<file path="config.mk">
export PLATFORM = sky130hd
export DESIGN_NAME = id_ex_stage
export DESIGN_NICKNAME = d
export VERILOG_FILES = /design/src/rtl/id_ex_stage.sv
export SDC_FILE = /design/constraint.sdc
export NUM_CORES = 1
export LEC_CHECK = 0
export CORE_MARGIN = 2
export CORE_UTILIZATION = 26
export CTS_BUF_LIST = sky130_fd_sc_hd__clkbuf_4 sky130_fd_sc_hd__clkbuf_8
export CTS_CLUSTER_SIZE = 14
export DETAILED_ROUTE_END_ITERATION = 10
export GPL_TIMING_DRIVEN = 0
export SLEW_MARGIN = 20
export SYNTH_ARGS = -nofsm -noshare
export SYNTH_HDL_FRONTEND = slang
export SYNTH_SLANG_ARGS = --single-unit
</file>
<file path="constraint.sdc">
create_clock -name clk -period 5.1 [get_ports clk]
set_input_delay 0.51 -clock clk [delete_from_list [all_inputs] [get_ports clk]]
set_output_delay 0.51 -clock clk [all_outputs]
set_load 0.005 [all_outputs]
</file>
<file path="src/rtl/id_ex_stage.sv">
// -----------------------------------------------------------------------------
// id_ex_stage
//
// Pipeline register between decode (ID) and execute (EX). It captures the
// decoder's control bundles and operands and detects load-use hazards against
// the instruction currently in decode. On a hazard or flush it inserts one
// bubble in place of the decode-stage instruction. A global stall freezes all
// state. A saturating counter records how many bubbles were inserted.
//
// Ports
//   clk, rst            : clock, asynchronous active-high reset
//   wb_i / wb_o         : {RegWrite, MemtoReg}
//   m_i  / m_o          : {MemRead, MemWrite}
//   ex_i / ex_o         : {RegDst, ALUSrc, ALUControl[3:0]}
//   rs_data_*, rt_data_*: register-file read data
//   imm_*, pc4_*        : sign-extended immediate, PC+4
//   rs_*, rt_*, rd_*    : register specifiers
//   flush_i             : kill the decode-stage instruction
//   stall_i             : global freeze (hold wins over flush)
//   valid_o             : EX slot holds a real instruction
//   hazard_o            : load-use hazard this cycle (combinational)
//   pc_write_o          : PC may update (combinational)
//   ifid_write_o        : IF/ID register may update (combinational)
//   bubble_cnt_o        : saturating count of inserted bubbles
// -----------------------------------------------------------------------------
module id_ex_stage #(
  parameter int BCNT_W = 16
) (
  input  logic              clk,
  input  logic              rst,
  input  logic [1:0]        wb_i,
  input  logic [1:0]        m_i,
  input  logic [5:0]        ex_i,
  input  logic [31:0]       rs_data_i,
  input  logic [31:0]       rt_data_i,
  input  logic [31:0]       imm_i,
  input  logic [31:0]       pc4_i,
  input  logic [4:0]        rs_i,
  input  logic [4:0]        rt_i,
  input  logic [4:0]        rd_i,
  input  logic              flush_i,
  input  logic              stall_i,
  output logic [1:0]        wb_o,
  output logic [1:0]        m_o,
  output logic [5:0]        ex_o,
  output logic [31:0]       rs_data_o,
  output logic [31:0]       rt_data_o,
  output logic [31:0]       imm_o,
  output logic [31:0]       pc4_o,
  output logic [4:0]        rs_o,
  output logic [4:0]        rt_o,
  output logic [4:0]        rd_o,
  output logic              valid_o,
  output logic              hazard_o,
  output logic              pc_write_o,
  output logic              ifid_write_o,
  output logic [BCNT_W-1:0] bubble_cnt_o
);

  // Everything that travels from ID to EX, so a bubble is a single '0 store.
  typedef struct packed {
    logic [1:0]  wb;
    logic [1:0]  m;
    logic [5:0]  ex;
    logic [31:0] rs_data;
    logic [31:0] rt_data;
    logic [31:0] imm;
    logic [31:0] pc4;
    logic [4:0]  rs;
    logic [4:0]  rt;
    logic [4:0]  rd;
  } stage_t;

  stage_t            in_bundle;
  stage_t            stage_q;
  logic              valid_q;
  logic [BCNT_W-1:0] bcnt_q;
  logic              bubble;

  assign in_bundle = {wb_i, m_i, ex_i, rs_data_i, rt_data_i, imm_i, pc4_i,
                      rs_i, rt_i, rd_i};

  // Load in EX whose destination (rt) is read by the decode instruction.
  // The rt compare is unconditional; an occasional spurious stall on I-type
  // instructions is accepted. A flush kills the consumer, so no hazard then.
  assign hazard_o = stage_q.m[1] & valid_q & (stage_q.rt != 5'd0) &
                    ((stage_q.rt == rs_i) | (stage_q.rt == rt_i)) & ~flush_i;

  assign pc_write_o   = ~stall_i & ~hazard_o;
  assign ifid_write_o = ~stall_i & ~hazard_o;
  assign bubble       = flush_i | hazard_o;

  // NOTE: sequential state uses non-blocking assignments so every register
  // samples the pre-edge values, independent of statement order.
  // NOTE: every register is in the async reset, so a reset asserted mid-stall
  // or mid-bubble leaves no stale control bits behind.
  always_ff @(posedge clk or posedge rst) begin
    if (rst) begin
      stage_q <= '0;
      valid_q <= 1'b0;
      bcnt_q  <= '0;
    end else if (!stall_i) begin
      if (bubble) begin
        stage_q <= '0;
        valid_q <= 1'b0;
        if (~&bcnt_q) bcnt_q <= bcnt_q + BCNT_W'(1);
      end else begin
        stage_q <= in_bundle;
        valid_q <= 1'b1;
      end
    end
  end

  assign wb_o         = stage_q.wb;
  assign m_o          = stage_q.m;
  assign ex_o         = stage_q.ex;
  assign rs_data_o    = stage_q.rs_data;
  assign rt_data_o    = stage_q.rt_data;
  assign imm_o        = stage_q.imm;
  assign pc4_o        = stage_q.pc4;
  assign rs_o         = stage_q.rs;
  assign rt_o         = stage_q.rt;
  assign rd_o         = stage_q.rd;
  assign valid_o      = valid_q;
  assign bubble_cnt_o = bcnt_q;

endmodule

</file>
# Yosys cells after proc, flatten, opt, wreduce, memory -nomap -nowiden

Index checks and enable logic that the tools add are counted.

Flip-flop bits (word level): 170
Bits in latches: 0
RAM bits: 0
Bits in read-only memories: 0
Bits of input ports: 157
Word-level logic and storage cells: 31
Memories kept: 0

Add/subtract/negate cells: 1
$mul: 0
Div/mod/pow operators: 0
Order comparisons: 0
Eq/ne operators: 2
Shift-type cells: 0
Mux-type cells: 2
Bitwise gates (word level): 11
Reductions and logical operators: 3

Operators by type and width:

| cell                                          | count |
|---|---|
| 2-to-1 mux 153 bit                            | 1 |
| adder 16 x 1 -> 16 bit, second input constant | 1 |
| AND reduction 16 bit                          | 1 |
| == test 5 bit                                 | 2 |
| bitwise AND 1 bit                             | 5 |
| nonzero test 5 bit                            | 1 |
| NOT 1 bit                                     | 4 |
| AND reduction 3 bit                           | 1 |
| bitwise OR 1 bit                              | 2 |
| 2-to-1 mux 1 bit                              | 1 |

# Longest topological paths before layout

Depth after elaboration: 6
Mapped depth: 8
Gate-level depth less buffers: 6

# Worst setup path after synthesis

Ideal clock, no wire load.

Path kind: input -> output
Start: input port rt_i[4]
End: output port pc_write_o
Arrival: 1.320 ns
Data required time: 4.590 ns
Setup slack: 3.270 ns
Cell stages on the path: 6
Path through: xnor2_1 > nand3_1 > o22ai_1 > and3_1 > nor2_1 > buf_4

Longest elaborated chain between the ends: 6

Ends and longest elaborated chain:

| item              | RTL line | source |
|---|---|---|
| start, declared   | 39       | `input logic [4:0] rt_i,` |
| == test 5 bit     | 87       | `((stage_q.rt == rs_i) \| (stage_q.rt == rt_i)) & ~flush_i;` |
| bitwise OR 1 bit  | 87       |  |
| bitwise AND 1 bit | 86       | `assign hazard_o = stage_q.m[1] & valid_q & (stage_q.rt != 5'd0) &` |
| bitwise AND 1 bit | 87       |  |
| via hazard_o      | 54       | `output logic hazard_o,` |
| NOT 1 bit         | n/a      |  |
| bitwise AND 1 bit | n/a      |  |
| end, declared     | 55       | `output logic pc_write_o,` |

The timed path passes the listed nets, and every way through them passes these cells.

# Worst setup path after layout

Start: input port stall_i
End: output port pc_write_o

Longest elaborated chain between the ends: 2

Ends and longest elaborated chain:

| item              | RTL line | source |
|---|---|---|
| start, declared   | 42       | `input logic stall_i,` |
| NOT 1 bit         | 89       | `assign pc_write_o = ~stall_i & ~hazard_o;` |
| bitwise AND 1 bit | 89       |  |

No other way between the ends.

==> reports/metrics.yaml <==
timing:
  setup-tns-final_ns: 0
  finClkSkew_ns: 0.01692
  setup_viol: 0
  finalCritPeriodShare_pct: 68.22
  rsz0062_at_grt: "no"
  max_freq_mhz: 287.4
  hold_viol_final: 0
  tightest_slew_ns: 0.7187
  final_max_slew_viol_count: 0
  slew_headroom_pct: 52.08
  fin_crit_ns: 3.479
run:
  maxCapViolCount: 0
setup_path:
  critPathBufInv: 5
  required_ns: 4.59
  start_kind: "input port"
  startpoint: "stall_i"
  rr_startpoint: "rt_o[0]"
  cp_slowest_cell: "clkbuf_1"
  worstPathCellList: "clkdlybuf4s50_1, clkbuf_1, clkbuf_1, nor2_1, buf_4, clkdlybuf4s50_1"
  crit_family: "buffers and inverters"
  rrSetupSlack_ns: 3.04
  worstSetupPathType: "input port to output port"
  endpoint_kind: "output port"
  max_stage_delay_ns: 0.58
  reg2reg_to: "rs_o[4]"
  crit_path_max_fanout: 10
  cp_data_arrival_time_ns: 2.97
  reg2reg_depth: 7
floorplan:
  die_h_um: 160.6
  coreArea_mm2: 0.02418
  rows: 57
  dieArea_mm2: 0.02581
  pin_count: 330
  die_w_um: 160.6
  start_util_pct: 26.39
detailed_routing:
  drtIter0Drc: 196
  drt-pass1-iter-count: 4
  vias_per_cell: 4.565
  via_count: 5177
  drc_errors: 0
  ant_nets: 0
  wire_per_inst_um: 18.41
  drt_wl_total_mm: 20.87
placed_design:
  place_congestion: 0.7797
  portBuffers: 329
  hpwl_mm: 15.49
  place_area_mm2: 0.01018
grt:
  grt_max_degree: 33
  grt_use_total_pct: 16.12
  grt_pass1_wl_mm: 32.17
  antenna_found_initial: 0
  grt_overflow: 0
  grt_pass1_vias: 5486
synth:
  netlist_area_mm2: 0.006380
  synthDistinctLibCells: 31
  yosysSeqAreaShare_pct: 66.68
  postSynthCellCount: 445
  syn-mean-instance-area_um2: 14.34
  ys_ff_latch: 170
  ys_warn_count: 0
  postSynthNetCount: 603
power:
  p_leak_nw: 4.611
  power_density_mw_per_mm2: 303.0
  irDropWorstVdd_mv: 0.1413
cts:
  postCtsSetupBuffers: 0
  clock_path_buffers: 2
  cts_made_buffers: 17
  holdBufCountCts: 0
  clk_latency_ns: 0.45
  cts_resized: 0
  cts-htree-levels: 4
  cts_tree: "built"
  root_buffer: "clkbuf_8"
  clock_sinks: 170
  clkTransAtPathRegs_ns: 0.11
layout:
  nets: 956
  syn_to_final_growth_pct: 65.97
  final_area_mm2: 0.01059
  drive_above_1_share_pct: 7.654
  layout_commonest_cell: "clkdlybuf4s50_1"
  layout_common_cells: "329 x clkdlybuf4s50_1, 170 x dfrtp_1, 153 x a22o_1, 18 x clkbuf_8, 17 x clkbuf_1"
  diodes: 0
status:
  outcome: "complete, no violations"
hold_path:
  hp-class: "input port to asynchronous set/reset pin"
==> state kept, by name, indices dropped and copies added (netlist names), 6 cells and up <==
| name | flops |
|---|---|
| rs_data_o | 32 |
| ex_o | 6 |
| rt_data_o | 32 |
| imm_o | 32 |
| bubble_cnt_o | 16 |
| pc4_o | 32 |
==> logic make-up (layout without fill, tap and decap cells) <==
group | Yosys count | after routing | synth area share [%]
mux | 1 | 1 | 0.1765
simple gates | 45 | 45 | 4.119
fa+ha+maj | 1 | 1 | 0.1961
flops | 170 | 170 | 66.68
compound gates | 162 | 162 | 22.14
xor+xnor | 24 | 24 | 3.295
buf+inv | 42 | 407 | 3.393
==> synthesized netlist by cell type, drive strengths merged <==
master | count | share of area (%)
nor4b | 3 | 0.65
mux2 | 1 | 0.18
and3 | 2 | 0.20
ha | 1 | 0.20
or4 | 1 | 0.12
o22ai | 1 | 0.098
o221a | 1 | 0.18
a211oi | 1 | 0.12
buf | 21 | 2.2
nor4 | 7 | 0.78
a22o | 153 | 21
nor2 | 5 | 0.29
a311o | 2 | 0.31
or2 | 1 | 0.098
dfrtp | 170 | 67
a21o | 1 | 0.12
nand2 | 9 | 0.53
nand4 | 4 | 0.39
clkbuf | 17 | 1.0
nand3 | 6 | 0.47
xnor2 | 12 | 1.6
xor2 | 12 | 1.6
nor3b | 1 | 0.12
inv | 4 | 0.24
nor3 | 6 | 0.47
o32a | 1 | 0.16
a21oi | 2 | 0.16
==> worst register-to-register path: cells and delay by family (launching register included) <==
kind | cells | cell delay [ns]
AND/OR/NAND/NOR | 1 | 0.29
buffers and inverters | 3 | 0.76
flip-flops | 1 | 0.46
AO/OA/AOI/OAI | 3 | 0.50
==> power breakdown <==
part	total [mW]	switching [mW]	internal, mW
clock	1.01	0.549	0.464
sequential	1.55	0.0891	1.46
combinational	0.643	0.224	0.419
total	3.21	0.862	2.35
==> routing by layer <==
layer	vias to the layer above	wire length (um)	global-route usage, %
met5	-	0	0
met2	173	10200	26.78
li1	2407	-	-
met3	11	1255	4.778
met4	0	250	4.300
met1	2586	9169	20.57
==> worst max-delay path by stage <==
| stage | end | slack, ns | cells after the start |
|---|---|---|---|
| global route | pc_write_o | 1.45 | 6 |
| floorplan | bubble_cnt_o[0] | 2.42 | 1 |
| global placement | rd_o[3] | 0.85 | 2 |
| detailed placement | pc_write_o | 1.50 | 6 |
| finish | pc_write_o | 1.62 | 6 |
| CTS | pc_write_o | 1.50 | 6 |
==> metrics by stage <==
stage / setup slack, ns / util, % / power, mW / std cells / hold WS (ns)
global placement: 0.8468 / 41.70 / 2.215 / 1098 / 0.4908
CTS: 1.499 / 43.80 / 3.259 / 1134 / 0.4895
detailed placement: 1.501 / 42.12 / 2.227 / 1103 / 0.4960
finish: 1.621 / 43.80 / 3.209 / 1134 / 0.5027
floorplan: 2.421 / - / 1.776 / 445 / 0.4966
global route: 1.451 / 43.80 / 3.369 / 1134 / 0.4997
==> final cells by class <==
type	count	area (um2)
Tap cell	324	405.4
Multi-Input combinational cell	233	1909
Clock inverter	13	158.9
Timing Repair Buffer	334	3393
Clock buffer	18	247.7
Fill cell	2299	13590
Buffer	38	201.4
Sequential cell	170	4254
Inverter	4	18.77
No activity file was read; power rests on OpenSTA's default activity.
==> RTL edit (config.mk and constraints unchanged) <==
Make the reset (`rst`) synchronous in one clocked block. Comments in the files are not updated.
--- a/src/rtl/id_ex_stage.sv
+++ b/src/rtl/id_ex_stage.sv
@@ -94,7 +94,7 @@
   // samples the pre-edge values, independent of statement order.
   // NOTE: every register is in the async reset, so a reset asserted mid-stall
   // or mid-bubble leaves no stale control bits behind.
-  always_ff @(posedge clk or posedge rst) begin
+  always_ff @(posedge clk) begin
     if (rst) begin
       stage_q <= '0;
       valid_q <= 1'b0;
Check against the original RTL: differs if rst is asserted again (counterexample within 4 cycles, from zero or initial values and one cycle with rst high); with rst held inactive, the same outputs for 4 cycles.
==> RTL edit against the unedited design <==
- total power fell by 8.9%
- highest routed layer unchanged
- design area is 0.90% higher
- sequential cell count stayed put
- core utilization down 0.87 points
- routed wire length is 8.2% higher
- synthesized cell count is 41% higher
- fmax down 1.1%
- area after synthesis is 2.4% higher
- setup slack got worse by 0.038 ns
- via count is 17% higher
- cell count increased by 16%
==> RTL edit: results <==
INSERT INTO impl_metrics (metric_group, metric, value, unit) VALUES
('global_routing', 'grt_max_degree', '19', ''),
('placed_design', 'dp_hpwl', '16990', 'um'),
('power', 'p_int', '2116', 'uW'),
('worst_setup_path', 'worst_r2r_startpoint', 'bubble_cnt_o[7]', ''),
('worst_setup_path', 'regToRegEndpoint', 'bubble_cnt_o[1]', ''),
('synth', 'synth.area.top_cells', 'sky130_fd_sc_hd__dfxtp_1 (52%), sky130_fd_sc_hd__a22oi_2 (11%), sky130_fd_sc_hd__a22oi_1 (11%), sky130_fd_sc_hd__nor2_1 (6.0%), sky130_fd_sc_hd__nor2_2 (5.7%)', ''),
('synth', 'postSynthNetCount', '787', ''),
('detailed_routing', 'detailroute.via_count', '6050', ''),
('global_routing', 'grt_pass1_vias', '5934', ''),
('run_status', 'status', 'complete, no violations', ''),
('cells_and_area', 'nNetsFinal', '1135', ''),
('worst_setup_path', 'ff2ff_setup_slack', '2.67', 'ns'),
('worst_setup_path', 'critical_path_arrival', '3.01', 'ns'),
('synth', 'synth_async_sr_flop_share', '0', '%'),
('synth', 'synth_top_area_share', '52.10', '%'),
('placed_design', 'placed_area', '10240', 'um2'),
('cells_and_area', 'post_route_cells_drive_above_1_share', '18.89', '%'),
('synth', 'synthAdderAreaFrac', '0.1915', '%'),
('detailed_routing', 'post_drt_wl_per_cell', '17.12', 'um'),
('synth', 'synth.distinct_cells', '37', '');
-- RTL edit: cell types whose count changed after synthesis, sizes merged, moves of 12 or more --
cell    delta
dfxtp    +170
a22oi    +153
nor2     +159
dfrtp    -170
clkbuf    +12
a22o     -153
-- RTL edit: layout make-up --
class                      instances  area share [%]
multi-input combinational        401           26.21
clock inverter                    14           1.850
timing repair buffer             329           30.82
clock buffer                      18           2.319
sequential                       170           31.85
tap                              330           3.865
buffer                            56           3.010
inverter                           2         0.07027
-- RTL edit: worst max-delay path by stage --
stage                       end  slack (ns)  cells past startpoint
6_report             pc_write_o        1.58                      6
3_3_place_gp         pc_write_o        1.49                      6
5_1_grt              pc_write_o        1.38                      6
3_5_place_dp         pc_write_o        1.45                      6
4_1_cts              pc_write_o        1.44                      6
2_1_floorplan  bubble_cnt_o[12]        3.05                      7
-- RTL edit: kinds of logic (layout without fill, tap and decap cells) --
group                    Yosys count  after routing
XOR/XNOR                          11             11
multiplexers                       6              6
AO/OA/AOI/OAI                    179            179
adder cells (fa/ha/maj)            1              1
buffers and inverters             58            419
AND/OR/NAND/NOR                  204            204
flip-flops                       170            170
-- RTL edit: power groups by stage --
stage | registers (uW) | clock network (uW) | logic, uW
6_report | 1410 | 1080 | 439
3_3_place_gp | 1440 | 0 | 444
3_5_place_dp | 1440 | 0 | 445
5_1_grt | 1410 | 1180 | 475
4_1_cts | 1410 | 1130 | 447
2_1_floorplan | 1440 | 0 | 166
-- RTL edit: per-layer routing --
layer,wire (um),part of all wire (%),up-vias,GRT usage (%)
li1,-,-,2958,-
met1,9686,43,2807,20.07
met2,10280,46,262,27.29
met3,2242,9.9,23,6.850
met4,383,1.7,0,4.948
met5,0,0,-,0
-- RTL edit: worst max-delay path, cell delays in order --
cell and delay (ns):
sky130_fd_sc_hd__clkdlybuf4s50_1 0.61, sky130_fd_sc_hd__clkbuf_1 0.60, sky130_fd_sc_hd__clkbuf_1 0.55, sky130_fd_sc_hd__nor2_1 0.14, sky130_fd_sc_hd__buf_4 0.16, sky130_fd_sc_hd__clkdlybuf4s50_1 0.43
-- RTL edit: stage by stage --
stage / utilization [%] / hold WS, ns
floorplan: - / 0.4804
global placement: 41.13 / 0.4900
CTS: 42.92 / 0.5190
global route: 42.92 / 0.5385
detailed placement: 41.13 / 0.4980
finish: 42.92 / 0.5139
